### src/rtl/ws2811_pkg.sv
// ws2811_pkg: FSM state type and default timing shared by the ws2811 driver and receiver
package ws2811_pkg;
    typedef enum logic [1:0] {SYNC, IDLE, HIGH, LOW} rx_state_t;
    localparam int WS_NUM_LEDS = 8;
    localparam int WS_T_BIT_THRESH = 60;
    localparam int WS_T_HIGH_MIN = 15;
    localparam int WS_T_HIGH_MAX = 150;
    localparam int WS_T_RESET = 5000;
endpackage

### src/rtl/ws2811_rx_sync.sv
// ws2811_rx_sync: two-flop synchronizer for the asynchronous one-wire input
module ws2811_rx_sync (
    input  logic clk,
    input  logic reset,
    input  logic d,
    output logic q
);
    logic meta;
    always_ff @(posedge clk or posedge reset) begin
        if (reset) {q, meta} <= 2'b00;
        else {q, meta} <= {meta, d};
    end
endmodule

### src/rtl/ws2811_rx.sv
// ws2811_rx: WS2811 one-wire pixel decoder with downstream forwarding
module ws2811_rx import ws2811_pkg::*; #(
    parameter int NUM_LEDS = WS_NUM_LEDS,
    parameter int T_BIT_THRESH = WS_T_BIT_THRESH,
    parameter int T_HIGH_MIN = WS_T_HIGH_MIN,
    parameter int T_HIGH_MAX = WS_T_HIGH_MAX,
    parameter int T_RESET = WS_T_RESET
) (
    input  logic                        clk,
    input  logic                        reset,
    input  logic                        DI,
    output logic [$clog2(NUM_LEDS)-1:0] address,
    output logic [7:0]                  red_out,
    output logic [7:0]                  green_out,
    output logic [7:0]                  blue_out,
    output logic                        valid,
    output logic                        frame_done,
    output logic                        error,
    output logic                        DO
);
    localparam int AW = $clog2(NUM_LEDS);
    localparam int IW = $clog2(NUM_LEDS + 1);
    localparam int CMAX = T_RESET > T_HIGH_MAX + 1 ? T_RESET : T_HIGH_MAX + 1;
    localparam int CW = $clog2(CMAX + 1);
    localparam logic [CW-1:0] C_ONE = CW'(1);
    localparam logic [CW-1:0] C_THRESH = CW'(T_BIT_THRESH);
    localparam logic [CW-1:0] C_HMIN = CW'(T_HIGH_MIN);
    localparam logic [CW-1:0] C_HMAX = CW'(T_HIGH_MAX);
    localparam logic [CW-1:0] C_RESET = CW'(T_RESET);
    localparam logic [IW-1:0] I_END = IW'(NUM_LEDS);
    rx_state_t state, state_n;
    logic sdi, pix, done, err, live;
    logic [CW-1:0] cnt, cnt_n, cnt_inc;
    logic [4:0] bits, bits_n;
    logic [IW-1:0] idx, idx_n;
    logic [22:0] shreg, shreg_n;
    logic [23:0] word;
    ws2811_rx_sync u_sync (.clk(clk), .reset(reset), .d(DI), .q(sdi));
    assign cnt_inc = &cnt ? cnt : cnt + 1'b1;
    assign word = {shreg, cnt >= C_THRESH};
    assign live = idx != I_END;
    // idx parks at NUM_LEDS once the local pixels are taken; the rest of the frame is forwarded
    assign DO = sdi && !live;
    always_comb begin
        state_n = state;
        cnt_n = cnt;
        bits_n = bits;
        idx_n = idx;
        shreg_n = shreg;
        pix = 1'b0;
        done = 1'b0;
        err = 1'b0;
        case (state)
            SYNC: begin
                cnt_n = sdi ? '0 : cnt_inc;
                if (!sdi && cnt_inc >= C_RESET) begin
                    state_n = IDLE;
                    cnt_n = '0;
                end
            end
            IDLE: if (sdi) begin
                state_n = HIGH;
                cnt_n = C_ONE;
            end
            HIGH: if (cnt > C_HMAX || (!sdi && cnt < C_HMIN)) begin
                err = 1'b1;
                state_n = SYNC;
                cnt_n = '0;
                bits_n = '0;
                idx_n = '0;
            end else if (sdi) cnt_n = cnt_inc;
            else begin
                state_n = LOW;
                cnt_n = C_ONE;
                shreg_n = word[22:0];
                pix = bits == 5'd23;
                bits_n = pix ? '0 : bits + 5'd1;
                idx_n = pix && live ? idx + 1'b1 : idx;
            end
            LOW: if (sdi) begin
                state_n = HIGH;
                cnt_n = C_ONE;
            end else if (cnt_inc >= C_RESET) begin
                done = 1'b1;
                err = bits != '0;
                state_n = IDLE;
                cnt_n = '0;
                bits_n = '0;
                idx_n = '0;
            end else cnt_n = cnt_inc;
        endcase
    end
    always_ff @(posedge clk or posedge reset) begin
        if (reset) begin
            state <= SYNC;
            cnt <= '0;
            bits <= '0;
            idx <= '0;
            shreg <= '0;
            address <= '0;
            red_out <= '0;
            green_out <= '0;
            blue_out <= '0;
            valid <= 1'b0;
            frame_done <= 1'b0;
            error <= 1'b0;
        end else begin
            state <= state_n;
            cnt <= cnt_n;
            bits <= bits_n;
            idx <= idx_n;
            shreg <= shreg_n;
            valid <= pix && live;
            frame_done <= done;
            error <= err;
            if (pix && live) begin
                address <= idx[AW-1:0];
                green_out <= word[23:16];
                red_out <= word[15:8];
                blue_out <= word[7:0];
            end
        end
    end
endmodule

### config.mk
export PLATFORM = sky130hd
export DESIGN_NAME = ws2811_rx
export DESIGN_NICKNAME = d
export VERILOG_FILES = /design/src/rtl/ws2811_pkg.sv /design/src/rtl/ws2811_rx_sync.sv /design/src/rtl/ws2811_rx.sv
export SDC_FILE = /design/constraint.sdc
export NUM_CORES = 1
export LEC_CHECK = 0
export ABC_CLOCK_PERIOD_IN_PS = 7890
export BUFFER_PORTS_ARGS = -buffer_cell sky130_fd_sc_hd__buf_2
export CORE_MARGIN = 4
export CORE_UTILIZATION = 48
export DETAILED_ROUTE_END_ITERATION = 10
export PLACE_DENSITY = 0.68
export SLEW_MARGIN = 5
export SYNTH_ARGS = -nofsm -noshare
export SYNTH_HDL_FRONTEND = slang
export SYNTH_HIERARCHICAL = 1
export SYNTH_SLANG_ARGS = --single-unit
### constraint.sdc
create_clock -name clk -period 7.89 [get_ports clk]
set_input_delay 1.1835 -clock clk [delete_from_list [all_inputs] [get_ports clk]]
set_output_delay 1.1835 -clock clk [all_outputs]
set_load 0.05 [all_outputs]
* Yosys cells after proc, flatten, opt, wreduce, memory -nomap -nowiden
Index checks and enable logic that the tools add are counted.
** Storage, ports and cells
- Register bits :: 79
- Output and inout bits :: 31
** Cells by class
- $add $sub $neg :: 3
- Magnitude comparators :: 4
- Eq/ne operators :: 12
- Muxes and demuxes :: 38
- Bitwise gates (word level) :: 2
- Reductions and logical operators :: 16
** Operator list (count)
- $mux 13 :: 8
- $pmux 13 s4 :: 1
- $mux 5 :: 5
- $mux 4 :: 5
- $add 13x1->13 const B :: 1
- $ge 13x13->1 const B :: 1
- $ge 13x6->1 const B :: 1
- $gt 13x8->1 const B :: 1
- $lt 13x4->1 const B :: 1
- $reduce_and 13->1 :: 1
- $mux 2 :: 6
- $pmux 5 s2 :: 1
- $mux 1 :: 9
- $pmux 2 s4 :: 1
- $pmux 4 s2 :: 1
- $reduce_and 4->1 :: 2
- $ne 2x2->1 const B :: 3
- $ne 3x3->1 const B :: 2
- $add 5x1->5 const B :: 1
- $eq 5x5->1 const B :: 1
- $logic_and 1x1->1 :: 5
- $reduce_and 5->1 :: 1
- $reduce_bool 5->1 :: 1
- $add 4x1->4 const B :: 1
- 12 further kinds :: 15

* Depth between registers and ports, before layout
Gate-level depths: netlist (run 1).
- Word-level depth :: 6
- Depth in mapped cells :: 12
- Depth with buffers taken out :: 9

* Hierarchy
The synthesis (run 1) kept the hierarchy.
** By module, submodules not included
- ws2811_rx :: instances 1, cells an instance 433, area each 3768.6 um^2
- ws2811_rx_sync :: instances 1, cells an instance 3, area each 53.8 um^2

* Worst setup path after synthesis (run 1)
OpenSTA, ideal clock, no wires.
- Path kind :: register to output
- From :: reg u_sync.q
- To :: out DO
- Data arrival time :: 1603 ps
- Slack :: 5103 ps
- Cell stages (with the launch flop) :: 4
- Buffers on the path :: 1
- Path through :: dfrtp_1 clkbuf_1 clkinv_1 nor2_1
** On the way
- Word-level cells in the longest chain between the ends :: 1
** Ends and longest elaborated chain
- start, declared :: line ws2811_rx_sync.sv:6 : output logic q
- start signal, assigned :: line ws2811_rx_sync.sv:11 : else {q, meta} <= {meta, d};
- $logic_and 1x1->1 :: line ws2811_rx.sv:43 : assign DO = sdi && !live;
- end, declared :: line ws2811_rx.sv:19 : output logic DO
Every way passes these cells.

* Final worst setup path (run 1)
- From :: reg cnt[11]
- To :: reg idx[2]
** On the way
- Word-level cells in the longest chain between the ends :: 5
** Ends and longest elaborated chain
- start, declared :: line ws2811_rx.sv:33 : logic [CW-1:0] cnt, cnt_n, cnt_inc;
- start signal, assigned :: line ws2811_rx.sv:109 : cnt <= cnt_n;
- $add 13x1->13 (tied with other cells) :: line ws2811_rx.sv:39 : assign cnt_inc = &cnt ? cnt : cnt + 1'b1;
- $mux 13 or $logic_and 1x1->1 (tied branches) :: line ws2811_rx.sv:39, ws2811_rx.sv:65
- $ge 13x13->1 or $logic_or 1x1->1 (tied branches) :: line ws2811_rx.sv:83, ws2811_rx.sv:65
- $ne 2x2->1 (no source line) (tied with other cells)
- $reduce_and 5->1 (no source line) or $pmux 4 s2 (tied branches)
- end signal, assigned :: line ws2811_rx.sv:111 : idx <= idx_n;
- end, declared :: line ws2811_rx.sv:35 : logic [IW-1:0] idx, idx_n;
Several ways; a longest one is shown, not always the timed one.
A chain may end at the register's enable or synchronous reset.

==> impl_metrics.tcl, run 1 <==
set metrics [dict create \
    numCtsBuffers 9 \
    rsz0062_at_grt "no" \
    numPortBuffers 33 \
    die_w_um 97.2 \
    ys_top_cells_by_area "dfrtp_1 52%, nand2_1 16%, o21ai_0 2.2%" \
    drive_gt1_share_pct 13.5 \
    fin_worst_skew_ns 0.0141 \
    final.period_utilization_pct 44.7 \
    p_leak_nw 2.13 \
    layout.nets 470 \
    power_w 0.000750 \
    fp.dieArea_mm2 0.00945 \
    fmax_mhz 284 \
    irDropWorstVdd_v 0.0000975 \
    worstMarginPinSlew_ns 1.03 \
    cp-start-kind "flop" \
    clk_pin_slew_ns 0.10 \
    area_growth_pct 11.1 \
    slowest_stage "and3_1" \
    yosysUniqueCellTypes 49 \
    synth.most_common_cell "nand2_1" \
    grt_util_all_layers_pct 18.1 \
    worstSkewPairLatency_ns 0.35 \
    slew_viol_final 0 \
    grt-ovfl-total 0 \
    drt_pass1_iterations 4 \
    switchingPower_w 0.000185 \
    root_buffer "clkbuf_8" \
    avgViaCountPerCell 5.41 \
    drc 0 \
    synthArstFlopShare_pct 100 \
    swShare_pct 24.7 \
    vias 3074 \
    clock_power_share_pct 42.7 \
    critPathMostFrequentCell "nand2_1" \
    netlist_area_mm2 0.00382 \
    antenna_found_initial 0 \
    slowest_delay_ns 0.84 \
    pwr-share-comb_pct 2.8 \
    status "finished, final reports clean" \
    maxSlewHeadroom_pct 30.6 \
    syn_inst 436 \
    crit_path_cell_trace "or4_1, nor2_1, nand2_1, a21oi_2, and3_1, nand3_1, buf_4, clkinv_1, nand2_1, mux2i_1" \
    worstPathArrival_ns 3.81 \
    avgSynthCellArea_um2 8.77 \
    synth_warnings 6 \
    ant_nets 0 \
    grt_pass1_wl_um 14200 \
    setup_viol 0 \
    cp-end-kind "flop" \
    yosys.area.top_type "dfrtp_1" \
    critPathRequiredTime_ns 8.17 \
    die_y_um 97.2 \
    maxCapViolations 0 \
    cellPowerDensity_mw_per_mm2 177 \
    drt_wl_total_um 7910 \
    period_minus_slack_ns 3.52 \
    postCtsHoldBufs 0 \
    seq_area_frac_synth_pct 51.7 \
    htreeDepth 3 \
    core_area_mm2 0.00773 \
    wl_per_cell_um 13.9 \
    first_global_vias 3004 \
    post_cts_buffers 0 \
    ys_seq_elements 79 \
    seq_power_share_pct 54.5 \
    crit_type "reg -> reg" \
    drt-initial-drc-count 175 \
    clock-sinks 79 \
    place_congestion 0.865 \
    hp-class "reg -> reg" \
    num_rows 32 \
    grt_start_max_net_pins 78 \
    start_util_pct 49.5 \
    cts_buffer_depth 2 \
    post_cts_resized 0 \
    pin_count 34 \
    hpwl_um 5340 \
    hold_violations 0 \
    intPower_w 0.000565 \
    whs_ns 0.354 \
    synth_top_area_share_pct 51.7 \
    num_antenna_cells 0 \
    synth_edf_count 0 \
    setup_tns_ns 0 \
    synth_commonest_cells "161 x nand2_1, 79 x dfrtp_1, 20 x nor2_1" \
    syn-num-nets 445 \
    path_max_fanout 33 \
    synth_ff_type "dfrtp_1" \
    cts_tree "yes" \
]
## cell families (layout without fill, tap and decap cells)
| kind of cell | after synthesis | count (layout) | synth area share (%) |
|---|---|---|---|
| and+or+nand+nor | 242 | 242 | 29.3 |
| xor gates and xnor gates | 4 | 4 | 0.916 |
| buffers and inverters | 39 | 69 | 4.22 |
| muxes | 3 | 3 | 0.818 |
| DFF | 79 | 79 | 51.7 |
| AOI/OAI and AO/OA | 63 | 63 | 11.0 |
| adders and majority gates | 6 | 6 | 1.96 |
## metrics by stage
stage	util (%)	cell area, um2	instances	setup slack (ns)
global route	54.9	4250	568	4.03
detailed placement	52.2	4040	552	4.35
global placement	52.2	4040	552	4.50
CTS	54.9	4250	568	4.35
finish	54.9	4250	568	4.37
floorplan	-	3820	436	4.74
## power groups by stage
| stage | logic [W] | registers, W | clock network (W) |
|---|---|---|---|
| floorplan | 0.0000175 | 0.000415 | 0 |
| global placement | 0.0000212 | 0.000417 | 0 |
| detailed placement | 0.0000216 | 0.000417 | 0 |
| CTS | 0.0000215 | 0.000409 | 0.000325 |
| global route | 0.0000246 | 0.000410 | 0.000343 |
| finish | 0.0000208 | 0.000409 | 0.000320 |
## final timing paths
check,startpoint,end,cells after the start,slack (ns)
max,cnt[11],idx[2],10,4.37
min,u_sync/meta,u_sync/q,0,0.35
max reg2reg,cnt[11],idx[2],10,4.37
min reg2reg,u_sync/meta,u_sync/q,0,0.35
max in group asynchronous,reset,shreg[6],3,6.15
min in group asynchronous,reset,u_sync/meta,2,0.68
## cells in the final DEF (no fill, tap or decap), types with 6 or more instances in the layout
cell type	n
nand2_1	161
dfrtp_1	79
buf_2	33
nor2_1	20
o21ai_0	17
inv_1	15
a21oi_1	13
nor3_1	12
nand3_1	12
clkbuf_8	9
nand4_1	8
a31oi_1	8
ha_1	6
## critical path, delay by kind of cell, from the launching register on
family,cells,cell delay [ns]
compound gates,1,0.25
buf+inv,2,0.70
flops,1,0.49
mux,1,0.13
simple gates,6,1.86
## layout make-up
type / count / area, um2
Multi-Input combinational cell: 318 / 1680
Clock inverter: 7 / 85.1
Fill cell: 698 / 3480
Sequential cell: 79 / 1980
Clock buffer: 9 / 124
Inverter: 18 / 67.6
Timing Repair Buffer: 35 / 180
Tap cell: 102 / 128
## flip-flops by register name, indices dropped and copies added, names as in the netlist
register / count
red_out: 8
cnt: 13
idx: 4
address: 3
bits: 5
valid: 1
blue_out: 8
frame_done: 1
shreg: 23
u_sync/meta: 1
error: 1
u_sync/q: 1
green_out: 8
state: 2
## layer usage
metal	part of all wire, %	GRT usage (%)	up-vias
met5	0	0	-
met4	1.1	5.86	0
met3	5.9	4.16	7
met2	44	27.7	96
met1	49	25.5	1437
li1	-	-	1534
No activity file was read; power rests on OpenSTA's default activity.
==> run 2, diff against run 1 <==
- ABC_CLOCK_PERIOD_IN_PS: 7890 -> 3050
- PLACE_DENSITY: 0.68 -> 0.7
- clock period: 7.89 -> 3.05 ns (I/O delays scaled with it)
==> run 2 against run 1 <==
Net effect:
- setup slack worse by 4.1 ns
- global-route usage up 0.19 points
- clock power rose to 2.9 times the previous value
- die area unchanged
- register-to-register slack worse by 4.1 ns
- highest routed layer unchanged
- utilization up 2.3 points
- final cell count up 2.6%
- power rose to 2.7 times the previous value
- design area up 4.1%
- via count up 3.1%
- maximum frequency up 26%
- largest cell class unchanged
==> impl_metrics.tcl, run 2 (synthesized netlist as in run 1, its figures left out) <==
set metrics [dict create \
    status "finished, final reports clean" \
    area_growth_pct 15.6 \
    num_rows 32 \
    final_util_pct 57.2 \
    die_y_um 97.2 \
    clock_power_share_pct 45.7 \
    critPathRequiredTime_ns 3.29 \
    irDropWorstVdd_v 0.000457 \
    timing.rr.end "cnt[1]" \
    clock-sinks 79 \
    ant_nets 0 \
    power_w 0.00206 \
    hold_violations 0 \
    fp.dieArea_mm2 0.00945 \
    wl_per_cell_um 14.2 \
    fillers 713 \
    setup_ws_ns 0.248 \
    setup_viol 0 \
    maxCapViolations 0 \
    place_inst 565 \
    worstPathArrival_ns 3.05 \
    p_leak_nw 2.22 \
    rr_startpoint "cnt[0]" \
    endpoint "cnt[1]" \
    layout.cells.non_filler 583 \
    worstMarginPinSlew_ns 0.503 \
    path_max_fanout 6 \
    cts_buffer_depth 2 \
    numCtsBuffers 9 \
    multi_input_area_mm2 0.00169 \
    antenna_found_initial 0 \
    place_congestion 1.02 \
    worstSkewPairLatency_ns 0.35 \
    intPower_w 0.00162 \
    grt-ovfl-total 0 \
    final_common_cell "nand2_1" \
    avgViaCountPerCell 5.44 \
    cp-start-kind "flop" \
    core_area_mm2 0.00773 \
    grt_util_all_layers_pct 18.3 \
    worst-r2r-setup-slack_ns 0.25 \
    num_antenna_cells 0 \
    largest_register_ff_count 23 \
    vias 3169 \
    cellPowerDensity_mw_per_mm2 466 \
    maxSlewHeadroom_pct 66.5 \
    layout.nets 485 \
    drt_pass1_iterations 4 \
    pwr-share-comb_pct 2.9 \
    slew_viol_final 0 \
    final_cell_mix "161 x nand2_1, 79 x dfrtp_1, 33 x buf_2" \
    cp-startpoint "cnt[0]" \
    grt_pass1_wl_um 14500 \
    cp-end-kind "flop" \
    place_ws_ns 0.153 \
    fmax_mhz 357 \
    grt_start_max_net_pins 78 \
    drc 0 \
    largest_registers "shreg: 23 flops, cnt: 13 flops" \
    reg2reg_depth 9 \
    top_register "shreg" \
    drive_gt1_share_pct 16.4 \
    cts_tree "yes" \
    die_w_um 97.2 \
    switchingPower_w 0.000439 \
    numPortBuffers 33 \
    seq_power_share_pct 51.4 \
    hpwl_um 5540 \
    crit_type "reg -> reg" \
    drt_wl_total_um 8270 \
    start_util_pct 49.5 \
    htreeDepth 3 \
    final.period_utilization_pct 91.9 \
    period_minus_slack_ns 2.80 \
    hp-class "in -> reg" \
    clk_pin_slew_ns 0.08 \
    pin_count 34 \
    setup_tns_ns 0 \
    root_buffer "clkbuf_8" \
    fin_worst_skew_ns 0.00657 \
    rsz0062_at_grt "no" \
    swShare_pct 21.3 \
    first_global_vias 3082 \
    drt-initial-drc-count 142 \
    regArea_mm2 0.00198 \
]
run 2: cell types whose count changed in the layout (fill, tap and decap cells not counted):
cell           delta
buf_4            +13
bufinv_16         +2
clkinvlp_4        -1
dlygate4sd3_1     +1
clkinv_1          -1
inv_8             -2
buf_12            +1
ha_2              +1
ha_1              -1
clkinv_4          +1
nor3_1            -1
clkbuf_1          +1
nor3_2            +1
run 2: worst min path at each step:
stage,start,end,depth (start not counted)
2_1_floorplan,reset,u_sync/meta,1
3_3_place_gp,reset,u_sync/meta,2
3_5_place_dp,reset,u_sync/q,2
4_1_cts,DI,u_sync/meta,1
5_1_grt,DI,u_sync/meta,1
6_report,DI,u_sync/meta,1
run 2: power groups by stage:
stage / registers (W) / logic [W] / clock network [W]
global route: 0.00106 / 0.0000690 / 0.00100
CTS: 0.00106 / 0.0000606 / 0.000966
global placement: 0.00108 / 0.0000571 / 0
finish: 0.00106 / 0.0000602 / 0.000942
floorplan: 0.00107 / 0.0000453 / 0
detailed placement: 0.00108 / 0.0000592 / 0
run 2: critical path, cell delays in order (launching register included):
cell and delay, ns:
dfrtp_1 0.44, ha_2 0.26, nand3_2 0.17, nor3_2 0.23, nor3_1 0.09, xnor2_1 0.18
a311oi_4 0.51, nor4_4 0.11, or3_4 0.43, a32o_1 0.27
run 2: metal layers:
layer / global-route usage, % / up-vias / routed length [um] / part of all wire (%)
met4: 4.90 / 0 / 95 / 1.1
met5: 0 / - / 0 / 0
li1: - / 1561 / - / -
met1: 24.5 / 1510 / 3820 / 46
met2: 29.4 / 87 / 3910 / 47
met3: 5.10 / 11 / 442 / 5.3
run 2: per-stage QoR:
step | area, um2 | hold slack (ns)
floorplan | 3820 | 0.199
detailed placement | 4150 | 0.331
finish | 4420 | 0.214
global placement | 4150 | 0.324
CTS | 4400 | 0.193
global route | 4420 | 0.194
run 2: layout make-up:
type	instances	share of cell area [%]
Sequential cell	79	44.7
Multi-Input combinational cell	318	38.3
Timing Repair Buffer	50	6.96
Clock buffer	10	2.89
Tap cell	102	2.89
Clock inverter	6	2.63
Inverter	18	1.61
run 2: timing repair:
item                                    in CTS  in global routing
endpoints found under the hold margin        2                  0
gates resized for setup                      0                  3
endpoints found under the setup margin       0                 20
buffers inserted                             0                  1
hold buffers                                 1                  0
==> run 3, diff against run 2 <==
- CORE_UTILIZATION: 48 -> 53
- PLACE_DENSITY: 0.7 -> 0.76
==> run 3 against run 2 <==
Net effect:
- count of clock-buffer cells in the layout is 1 lower
- register-to-register slack worse by 0.11 ns
- clock power is 6.4% lower
- flip-flop and latch count stayed put
- non-clock buffer count is 7 higher
- die area is 8.7% lower
- hold slack hardly changed
- global-route usage is 2.5 points higher
- design area is 0.54% higher
- sequential power hardly changed
- largest cell class unchanged
- utilization is 7.1 points higher
- via count is 1.6% higher
==> impl_metrics.tcl, run 3 (synthesized netlist as in run 1, its figures left out) <==
set metrics [dict create \
    core_area_mm2 0.00691 \
    top_register "shreg" \
    drive_gt1_share_pct 17.6 \
    root_buffer "clkbuf_8" \
    maxCapViolations 0 \
    fmax_mhz 343 \
    final_util_pct 64.3 \
    num_antenna_cells 0 \
    critPathRequiredTime_ns 3.29 \
    worst-r2r-setup-slack_ns 0.13 \
    cp-end-kind "flop" \
    p_leak_nw 2.26 \
    cts_buffer_depth 2 \
    worstSkewPairLatency_ns 0.35 \
    layout.cells.non_filler 584 \
    irDropWorstVdd_v 0.000293 \
    numPortBuffers 33 \
    cellPowerDensity_mw_per_mm2 450 \
    cts_tree "yes" \
    first_global_vias 3066 \
    drt_wl_total_um 8390 \
    grt_util_all_layers_pct 20.8 \
    die_y_um 92.9 \
    cp-start-kind "flop" \
    vias 3219 \
    area_growth_pct 16.2 \
    drt_pass1_iterations 4 \
    hpwl_um 5770 \
    dpl-instance-area_mm2 0.00419 \
    final.period_utilization_pct 95.6 \
    drc 0 \
    final_common_cell "nand2_1" \
    place_inst 566 \
    fin_worst_skew_ns 0.00927 \
    fp.dieArea_mm2 0.00864 \
    setup_tns_ns 0 \
    hp-class "in -> reg" \
    grt_start_max_net_pins 78 \
    num_rows 30 \
    avgViaCountPerCell 5.51 \
    die_w_um 92.9 \
    maxSlewHeadroom_pct 52.4 \
    final_cell_mix "161 x nand2_1, 79 x dfrtp_1, 33 x buf_2" \
    clk_pin_slew_ns 0.09 \
    period_minus_slack_ns 2.92 \
    hold_violations 0 \
    htreeDepth 3 \
    worstPathArrival_ns 3.16 \
    rr_startpoint "cnt[0]" \
    slew_viol_final 0 \
    numCtsBuffers 9 \
    largest_register_ff_count 23 \
    setup_viol 0 \
    path_max_fanout 9 \
    whs_ns 0.214 \
    clock-sinks 79 \
    ant_nets 0 \
    antenna_found_initial 0 \
    cp-startpoint "cnt[0]" \
    final_area_mm2 0.00444 \
    worstMarginPinSlew_ns 0.709 \
    crit_type "reg -> reg" \
    drt-initial-drc-count 175 \
    min_from "DI" \
    status "finished, final reports clean" \
    grt-ovfl-total 0 \
    pin_count 34 \
    place_congestion 0.995 \
    largest_registers "shreg: 23 flops, cnt: 13 flops" \
    start_util_pct 55.3 \
    layout.nets 492 \
    wl_per_cell_um 14.4 \
    grt_pass1_wl_um 14400 \
]
-- run 3: area by class of cell --
class | count | area, um2
clock inverters | 7 | 103
well taps | 96 | 120
fillers | 622 | 2460
repair buffers | 57 | 360
flip-flops and latches | 79 | 1980
multi-input cells | 318 | 1690
clock buffers | 9 | 124
inverters | 18 | 67.6
-- run 3: timing repair --
action / CTS / global route
gates resized for setup: 0 / 2
endpoints found under the hold margin: 2 / 0
hold buffers: 1 / 0
setup buffers: 0 / 1
endpoints found under the setup margin: 0 / 16
-- run 3: critical path: stages (launching register included) --
cell,delay [ns]
dfrtp_1,0.44
ha_2,0.27
nand3_2,0.17
nor3_2,0.26
nor2_1,0.12
nor4_1,0.28
o31a_1,0.34
nor4b_4,0.08
buf_4,0.19
or3_4,0.38
a32o_1,0.27
-- run 3: metrics by stage --
stage	power, W	worst slack [ns]
final	0.00200	0.134
after CTS	0.00202	0.0127
after global routing	0.00208	-0.0322
after floorplan	0.00112	0.348
after global placement	0.00114	0.176
after detailed placement	0.00114	0.0696
-- run 3: where the power goes --
part	switching [W]	total, W	leakage (nW)	internal, W
Clock	0.000410	0.000882	0.116	0.000472
Combinational	0.0000414	0.0000606	1.04	0.0000192
Sequential	0.00000805	0.00106	1.10	0.00105
-- run 3: path summary, 6_finish.rpt --
| check | to | cells past startpoint |
|---|---|---|
| max | cnt[1] | 10 |
| min | u_sync/meta | 1 |
| min reg2reg | u_sync/q | 0 |
| min in group asynchronous | u_sync/q | 3 |
| max reg2reg | cnt[1] | 10 |
| max in group asynchronous | idx[1] | 4 |
-- run 3: layer usage --
layer  global-route usage, %  routed length [um]  vias up
met1                    28.3                3730     1538
met4                    6.23                 127        0
met3                    5.44                 553        8
li1                        -                   -     1577
met2                    32.8                3980       96
met5                       0                   0        -
